<file path="src/rtl/rom_bootcopy_ahb.sv">
// rom_bootcopy_ahb: non-pipelined AHB manager that copies WORDS XLEN-bit words
// from the boot ROM (SRC_BASE) into RAM (DST_BASE) on a Start request.
// Each word is one read transfer followed by one write transfer.
// Optional feature macro: ROM_BOOTCOPY_CHECKSUM_EN enables a running XOR
// checksum of every word read; without it Checksum is tied to zero.

package cvw;
    typedef struct packed {
        int unsigned XLEN;
        int unsigned PA_BITS;
    } cvw_t;

    localparam cvw_t CVW_DEFAULT = '{XLEN: 64, PA_BITS: 32};
endpackage

module rom_bootcopy_ahb #(
    parameter cvw::cvw_t            P        = cvw::CVW_DEFAULT,
    parameter logic [P.PA_BITS-1:0] SRC_BASE = '0,
    parameter logic [P.PA_BITS-1:0] DST_BASE = '0,
    parameter int unsigned          WORDS    = 16
) (
    input  logic                 HCLK,
    input  logic                 reset,
    input  logic                 Start,
    output logic [P.PA_BITS-1:0] HADDR,
    output logic [1:0]           HTRANS,
    output logic                 HWRITE,
    output logic [2:0]           HSIZE,
    output logic [P.XLEN-1:0]    HWDATA,
    input  logic [P.XLEN-1:0]    HRDATA,
    input  logic                 HREADY,
    input  logic                 HRESP,
    output logic                 Busy,
    output logic                 Done,
    output logic                 Error,
    output logic [P.XLEN-1:0]    Checksum
);

    localparam int unsigned XLEN  = P.XLEN;
    localparam int unsigned AW    = P.PA_BITS;
    localparam int unsigned CW    = $clog2(WORDS + 1);
    localparam int unsigned LOG2B = $clog2(XLEN / 8);

    localparam logic [1:0] HT_IDLE   = 2'b00;
    localparam logic [1:0] HT_NONSEQ = 2'b10;

    typedef enum logic [2:0] {
        S_IDLE,
        S_RD_ADDR,
        S_RD_DATA,
        S_WR_ADDR,
        S_WR_DATA,
        S_DONE,
        S_ERROR
    } state_t;

    state_t          state_q, state_d;
    logic [CW-1:0]   count_q, count_d;
    logic [AW-1:0]   haddr_q, haddr_d;
    logic [1:0]      htrans_q, htrans_d;
    logic            hwrite_q, hwrite_d;
    logic [XLEN-1:0] buf_q, buf_d;
    logic            done_q, done_d;
    logic            error_q, error_d;
`ifdef ROM_BOOTCOPY_CHECKSUM_EN
    logic [XLEN-1:0] cks_q, cks_d;
`endif

    // Byte offset of word index c (address arithmetic wraps at AW bits).
    function automatic logic [AW-1:0] word_off(input logic [CW-1:0] c);
        return AW'(c) << LOG2B;
    endfunction

    // Next-state and next-output decode; address-phase outputs are computed
    // for the state being entered so they come straight from flops.
    always_comb begin
        state_d  = state_q;
        count_d  = count_q;
        haddr_d  = haddr_q;
        htrans_d = htrans_q;
        hwrite_d = hwrite_q;
        buf_d    = buf_q;
        // Sticky flags follow the terminal state one edge later.
        done_d   = done_q  | (state_q == S_DONE);
        error_d  = error_q | (state_q == S_ERROR);
`ifdef ROM_BOOTCOPY_CHECKSUM_EN
        cks_d    = cks_q;
`endif
        case (state_q)
            S_IDLE: begin
                if (Start) begin
                    state_d  = S_RD_ADDR;
                    count_d  = '0;
                    haddr_d  = SRC_BASE;
                    htrans_d = HT_NONSEQ;
                    hwrite_d = 1'b0;
`ifdef ROM_BOOTCOPY_CHECKSUM_EN
                    cks_d    = '0;
`endif
                end
            end
            S_RD_ADDR: begin
                if (HREADY) begin
                    state_d  = S_RD_DATA;
                    htrans_d = HT_IDLE;
                end
            end
            S_RD_DATA: begin
                if (HREADY) begin
                    if (HRESP) begin
                        state_d = S_ERROR;
                    end else begin
                        state_d  = S_WR_ADDR;
                        buf_d    = HRDATA;
                        haddr_d  = DST_BASE + word_off(count_q);
                        htrans_d = HT_NONSEQ;
                        hwrite_d = 1'b1;
`ifdef ROM_BOOTCOPY_CHECKSUM_EN
                        cks_d    = cks_q ^ HRDATA;
`endif
                    end
                end
            end
            S_WR_ADDR: begin
                if (HREADY) begin
                    state_d  = S_WR_DATA;
                    htrans_d = HT_IDLE;
                    hwrite_d = 1'b0;
                end
            end
            S_WR_DATA: begin
                if (HREADY) begin
                    if (HRESP) begin
                        state_d = S_ERROR;
                    end else if (count_q == CW'(WORDS - 1)) begin
                        state_d = S_DONE;
                    end else begin
                        state_d  = S_RD_ADDR;
                        count_d  = count_q + CW'(1);
                        haddr_d  = SRC_BASE + word_off(count_q + CW'(1));
                        htrans_d = HT_NONSEQ;
                    end
                end
            end
            default: ;
        endcase
    end

    // State and registered outputs, synchronous active-high reset.
    always_ff @(posedge HCLK) begin
        if (reset) begin
            state_q  <= S_IDLE;
            count_q  <= '0;
            haddr_q  <= '0;
            htrans_q <= HT_IDLE;
            hwrite_q <= 1'b0;
            buf_q    <= '0;
            done_q   <= 1'b0;
            error_q  <= 1'b0;
`ifdef ROM_BOOTCOPY_CHECKSUM_EN
            cks_q    <= '0;
`endif
        end else begin
            state_q  <= state_d;
            count_q  <= count_d;
            haddr_q  <= haddr_d;
            htrans_q <= htrans_d;
            hwrite_q <= hwrite_d;
            buf_q    <= buf_d;
            done_q   <= done_d;
            error_q  <= error_d;
`ifdef ROM_BOOTCOPY_CHECKSUM_EN
            cks_q    <= cks_d;
`endif
        end
    end

    assign HADDR  = haddr_q;
    assign HTRANS = htrans_q;
    assign HWRITE = hwrite_q;
    assign HSIZE  = 3'(LOG2B);
    assign HWDATA = buf_q;
    assign Busy   = (state_q != S_IDLE) && (state_q != S_DONE) && (state_q != S_ERROR);
    assign Done   = done_q;
    assign Error  = error_q;
`ifdef ROM_BOOTCOPY_CHECKSUM_EN
    assign Checksum = cks_q;
`else
    assign Checksum = '0;
`endif

endmodule

</file>
<file path="config.mk">
export PLATFORM = sky130hd
export DESIGN_NAME = rom_bootcopy_ahb
export DESIGN_NICKNAME = d
export VERILOG_FILES = /design/src/rtl/rom_bootcopy_ahb.sv
export SDC_FILE = /design/constraint.sdc
export NUM_CORES = 1
export LEC_CHECK = 0
export ABC_AREA = 1
export ABC_CLOCK_PERIOD_IN_PS = 2500
export BUFFER_PORTS_ARGS = -buffer_cell sky130_fd_sc_hd__buf_2
export CORE_MARGIN = 2
export CORE_UTILIZATION = 43
export CTS_CLUSTER_DIAMETER = 100
export DETAILED_ROUTE_END_ITERATION = 8
export PLACE_DENSITY = 0.79
export SETUP_SLACK_MARGIN = 0.02
export SYNTH_ARGS = -nofsm -noshare
export SYNTH_HDL_FRONTEND = slang
export SYNTH_SLANG_ARGS = --single-unit
</file>
<file path="constraint.sdc">
create_clock -name HCLK -period 2.5 [get_ports HCLK]
set_input_delay 0.125 -clock HCLK [delete_from_list [all_inputs] [get_ports HCLK]]
set_output_delay 0.125 -clock HCLK [all_outputs]
set_load 0.02 [all_outputs]
</file>
Word level (Yosys, flattened, before mapping)
Cells that the tools add are included.
{"block": "totals", "register_bits": 109, "input_bits": 69, "word_cells": 80}
{"block": "op_classes", "add_sub_neg": 1, "n_eq_ne": 18, "n_mux": 34, "bitwise": 3, "n_reduce_logical": 16}
{"cell": "32-bit 2-to-1 mux", "count": 6}
{"cell": "32-bit one-hot mux with 3 select lines", "count": 1}
{"cell": "3-bit 2-to-1 mux", "count": 8}
{"cell": "5-bit 2-to-1 mux", "count": 4}
{"cell": "2-bit != test (second input constant)", "count": 8}
{"cell": "3-bit one-hot mux with 5 select lines", "count": 1}
{"cell": "2-bit 2-to-1 mux", "count": 7}
{"cell": "5-bit one-hot mux with 2 select lines", "count": 1}
{"cell": "5-bit AND reduction", "count": 2}
{"cell": "3-bit equality test (second input constant)", "count": 3}
{"cell": "3-bit nonzero test", "count": 3}
{"cell": "2-bit one-hot mux with 4 select lines", "count": 1}
{"cell": "8-bit AND reduction", "count": 1}
{"cell": "7-bit AND reduction", "count": 1}
{"cell": "3-bit by 2-bit equality test with 1-bit output (second input constant)", "count": 2}
{"cell": "3-bit != test (second input constant)", "count": 2}
{"cell": "6-bit AND reduction", "count": 1}
{"cell": "5-bit by 1-bit adder with 5-bit output (second input constant)", "count": 1}
{"cell": "5-bit by 4-bit equality test with 1-bit output (second input constant)", "count": 1}
{"cell": "5-bit nonzero test", "count": 1}
{"cell": "1-bit 2-to-1 mux", "count": 4}
{"cell": "4-bit nonzero test", "count": 1}
{"cell": "3-bit by 1-bit equality test with 1-bit output (second input constant)", "count": 1}
{"cell": "3-bit logical NOT", "count": 1}
{"cell": "8 further kinds", "count": 10}

Longest topological paths before layout
{"block": "logic_depth", "depth_word": 5, "mapped_depth": 13}

Least setup slack after synthesis
Ideal clock, no wire load.
{"block": "synth_path", "path_type": "reg-to-reg", "start": "register count_q[0]", "end": "register count_q[4]", "arrival_time_ps": 1455, "t_required_ps": 2383, "setup_slack_ps": 928, "stages_incl_launch_ff": 13, "n_path_buf": 0, "cell_sequence": "dfxtp_1 -> ha_1 -> nand2_1 -> nor2_1 -> ha_1 -> inv_1 -> nand2_1 -> nand3_1 -> nand2_1 -> nor2_2 -> inv_2 -> a21oi_1 -> nor2_1"}
{"block": "synth_between", "elab_chain_len": 5, "elab_cells_between_ends": 8}
{"item": "start: declaration", "line_no": "58", "text": "logic [CW-1:0] count_q, count_d;"}
{"item": "start signal: assignment", "line_no": "165", "text": "count_q <= count_d;"}
{"item": "5-bit by 1-bit adder with 5-bit output", "line_no": "139", "text": "count_d = count_q + CW'(1);"}
{"item": "5-bit 2-to-1 mux", "line_no": "135", "text": "end else if (count_q == CW'(WORDS - 1)) begin"}
{"item": "5-bit 2-to-1 mux", "line_no": "133", "text": "if (HRESP) begin"}
{"item": "5-bit 2-to-1 mux", "line_no": "132", "text": "if (HREADY) begin"}
{"item": "5-bit one-hot mux with 2 select lines", "line_no": "89", "text": "case (state_q)"}
Parallel ways exist; a longest one is shown, timed or not. The select of a mux whose other input is x is not followed.
A chain may end at the register's enable or synchronous reset.

Worst setup path after layout
{"block": "layout_path", "start": "register state_q[2]", "end": "register buf_q[59], in the netlist HWDATA[59]"}
{"block": "layout_between", "elab_chain_len": 2}
{"item": "start: declaration", "line_no": "57", "text": "state_t state_q, state_d;"}
{"item": "start signal: assignment", "line_no": "164", "text": "state_q <= state_d;"}
{"item": "3-bit by 2-bit equality test with 1-bit output", "line_no": "89"}
{"item": "3-bit AND reduction (no line)"}
{"item": "end signal: assignment", "line_no": "169", "text": "buf_q <= buf_d;"}
{"item": "end: declaration", "line_no": "62", "text": "logic [XLEN-1:0] buf_q, buf_d;"}
No other way between the ends.

==> metrics.md <==
| Metric | Value |
|---|---|
| Status | `finished clean` |
| PortBufs | `142` |
| Hold_sp | `HRDATA[54]` |
| Die X | `between 100 and 150 um` |
| Largest family of logic cells by synthesized area | `buffers and inverters` |
| Clock Skews | `0.0126 ns` |
| Max-slew violation total from the final report | `0` |
| HP Class | `input port to flop` |
| CP Max Fanout | `64` |
| Clk_lat worst skew | `0.34 ns` |
| Endpoints failing setup | `0` |
| Synth Instances | `541` |
| RSZ-0062 raised after global routing | `false` |
| DRC errors left | `0` |
| Max cap viols | `0` |
| I/O pin count | `238` |
| DRT Wirelength | `9560 um` |
| Post-CTS sizing | `0` |
| Clock transition at the registers of the reported paths | `around 0.090 ns` |
| CP max stage delay | `0.48 ns` |
| Initial antenna violation count | `0` |
| Die Ht | `101 um` |
| PwrDens | `between 800 and 900 nW/um^2` |
| Vias in the first global route | `3347` |
| Startpoint types | `flop` |
| Synth top area share | `40.2%` |
| Worst Setup End Kind | `flop` |
| Starting Density | `44.1%` |
| TritonCTS clock tree | `done` |
| CP Launch Point | `state_q[2]$_SDFFE_PP0P_` |
| Die area | `10200 um^2` |
| Vias | `approximately 3700` |
| Leakage power | `about 2.8 nW` |
| H-tree depth | `3` |
| GRT overflow | `0` |
| Initial DRT Pass Iterations | `5` |
| Least-Margin Pin Slew | `around 0.63 ns` |
| Fmax | `506 MHz` |
| Synth Area in Adders | `0.621%` |
| Gr usage total | `18.2%` |
| Xor-xnor portion of the synthesized cell area | `0%` |
| Mapped Area | `approximately 4000 um^2` |
| Sequential-to-total area share from yosys stat | `40.2%` |
| Worst hold slack | `about 0.016 ns` |
| RePlAce Congestion | `0.859` |
| Final min period | `1.98 ns` |
| Worst EP arrival | `2.25 ns` |
| Routed wire length per instance | `approximately 11 um` |
| Compound-gate portion of the synthesized area | `a little over a tenth` |
| Yosys top cell by area | `dfxtp_1` |
| DR vias/cell | `4.47` |
| Post-Route Setup TNS | `0 ns` |
| Pin count of the biggest net entering global routing | `65` |
| Reg-to-Reg Start | `state_q[2]$_SDFFE_PP0P_` |
| Hold Fails Final Rpt | `0` |
| Post-synthesis mux area share | `0%` |
| Slew headroom | `58.0%` |
| CTS max path bufs | `2` |
| Mapped Avg Cell Area | `between 7 and 8 um^2` |
| CORE AREA | `9150 um^2` |
| Sink Count | `slightly above 80` |
| Worst EP required | `approximately 2.8 ns` |
| Critical path's slowest cell | `buf_4` |
| CP Class | `flop to flop` |
| Post-DP HPWL | `slightly above 6000 um` |
| N_diodes | `0` |
| Final net count | `792` |
| Root buf cell | `clkbuf_8` |
| Yosys cell types | `24` |
| DR iter-0 viols | `167` |
| First-pass GRT wire length | `15000 um` |
| Share of cells above drive strength 1 | `24.1%` |
| Final WS setup | `about 0.52 ns` |
| Pre-CTS setup slack | `0.586 ns` |
| TritonCTS buffer count | `9` |
| Area Overhead vs Synth | `25.4%` |
| Synth area leaders | `dfxtp_1 (40%), buf_4 (18%), nor2_1 (15%), o21ai_0 (4.5%), nand2_1 (4.4%)` |
| Post-Synth Simple-Gate Area | `23.6%` |
| VDD IR-drop max | `roughly 440 uV` |
| Final period util | `79.1%` |
| CP Cell Sequence | `inv_2 -> nand2_2 -> nor2_4 -> nand2_2 -> nor2_4 -> buf_4 -> o21ai_0 -> nor2_1` |
| Rows | `35` |
| Final ANT Viol Nets | `0` |
| Flops & latches, synth | `81` |
| YS warnings | `0` |
| Number of fill cells | `~850` |
-- state kept, by name, summed over array words and instances, names as in the netlist --
name	count
state_q	3
Done	1
HADDR	5
count_q	5
Error	1
HTRANS	1
HWRITE	1
HWDATA	64
-- through the flow --
stage	util, %	cells	instance area (um^2)	total power, mW
floorplan	-	634	4380	3.11
global placement	47.8	774	4370	3.36
detailed placement	47.8	774	4370	3.38
CTS	55.3	836	5060	4.48
global route	55.3	836	5060	4.81
finish	55.3	836	5060	4.47
-- synthesized netlist by cell type --
cell type	n
o21ai_0	36
nand3b_2	1
buf_8	6
nor2_2	2
conb_1	2
buf_4	95
dfxtp_1	81
nand2_2	2
nand3_1	11
buf_6	7
nand4_1	3
inv_1	19
a21oi_2	1
o21ai_1	33
nor2_4	3
ha_1	2
clkbuf_1	9
buf_2	1
nor2_1	160
a21oi_1	11
inv_2	3
nand3b_1	4
nand2_1	47
o21a_1	2
-- per-layer routing --
metal,vias to the layer above,global-route usage (%),part of all wire (%)
li1,1866,-,-
met1,1651,21.2,41
met2,203,30.9,48
met3,13,5.89,9.3
met4,0,6.85,1.9
met5,-,0,0
-- critical path, delay by kind of cell (launching register included) --
family | cells | cell delay (ns)
AND/OR/NAND/NOR | 5 | 0.54
flip-flops | 1 | 0.44
AO/OA/AOI/OAI | 1 | 0.19
buffers and inverters | 2 | 0.67
-- power breakdown --
| part | internal, mW | leakage [nW] | total, mW | switching (mW) |
|---|---|---|---|---|
| Clock | 0.563 | 0.106 | 1.04 | 0.475 |
| Sequential | 1.51 | 0.658 | 1.68 | 0.167 |
| Combinational | 0.585 | 2.01 | 1.75 | 1.17 |
| Total | 2.66 | 2.77 | 4.47 | 1.81 |
-- cells in the final DEF, fill, tap and decap left out, drive strengths merged --
cell type / count
clkbuf: 9
dfxtp: 81
nand2: 49
nand3: 11
nor2: 165
inv: 24
nand3b: 5
nand4: 3
o21a: 2
o21ai: 69
conb: 95
clkinvlp: 1
bufinv: 2
a21oi: 12
dlygate4sd3: 47
clkinv: 1
buf: 147
ha: 2
-- area by class of cell --
type / instances / area [um^2] / area share, %
Multi-Input combinational cell: 413 / 1760 / 34.7
Sequential cell: 81 / 1620 / 32.1
Timing Repair Buffer: 194 / 1240 / 24.6
Tap cell: 111 / 139 / 2.75
Clock buffer: 9 / 124 / 2.45
Clock inverter: 6 / 90.1 / 1.78
Inverter: 22 / 82.6 / 1.63
-- what timing repair did --
item / CTS / global route
hold endpoints to repair: 49 / 0
buffers inserted: 0 / 0
hold buffers: 47 / 0
setup endpoints to repair: 0 / 0
-- final timing paths --
check,endpoint,slack (ns),cells after the start
worst min-delay path,HWDATA[54]$_SDFFE_PP0P_,0.02,3
worst max register to register,HWDATA[59]$_SDFFE_PP0P_,0.52,8
worst max-delay path,HWDATA[59]$_SDFFE_PP0P_,0.52,8
worst min register to register,Error$_SDFF_PP0_,0.46,2
-- cell families (layout without fill, tap and decap cells) --
kind of cell / Yosys count / in the layout
fa+ha+maj: 2 / 2
buf+inv: 140 / 231
flops: 81 / 81
compound gates: 83 / 83
other cells: 2 / 95
simple gates: 233 / 233
Note: power is estimated with default switching activity, not from simulation.
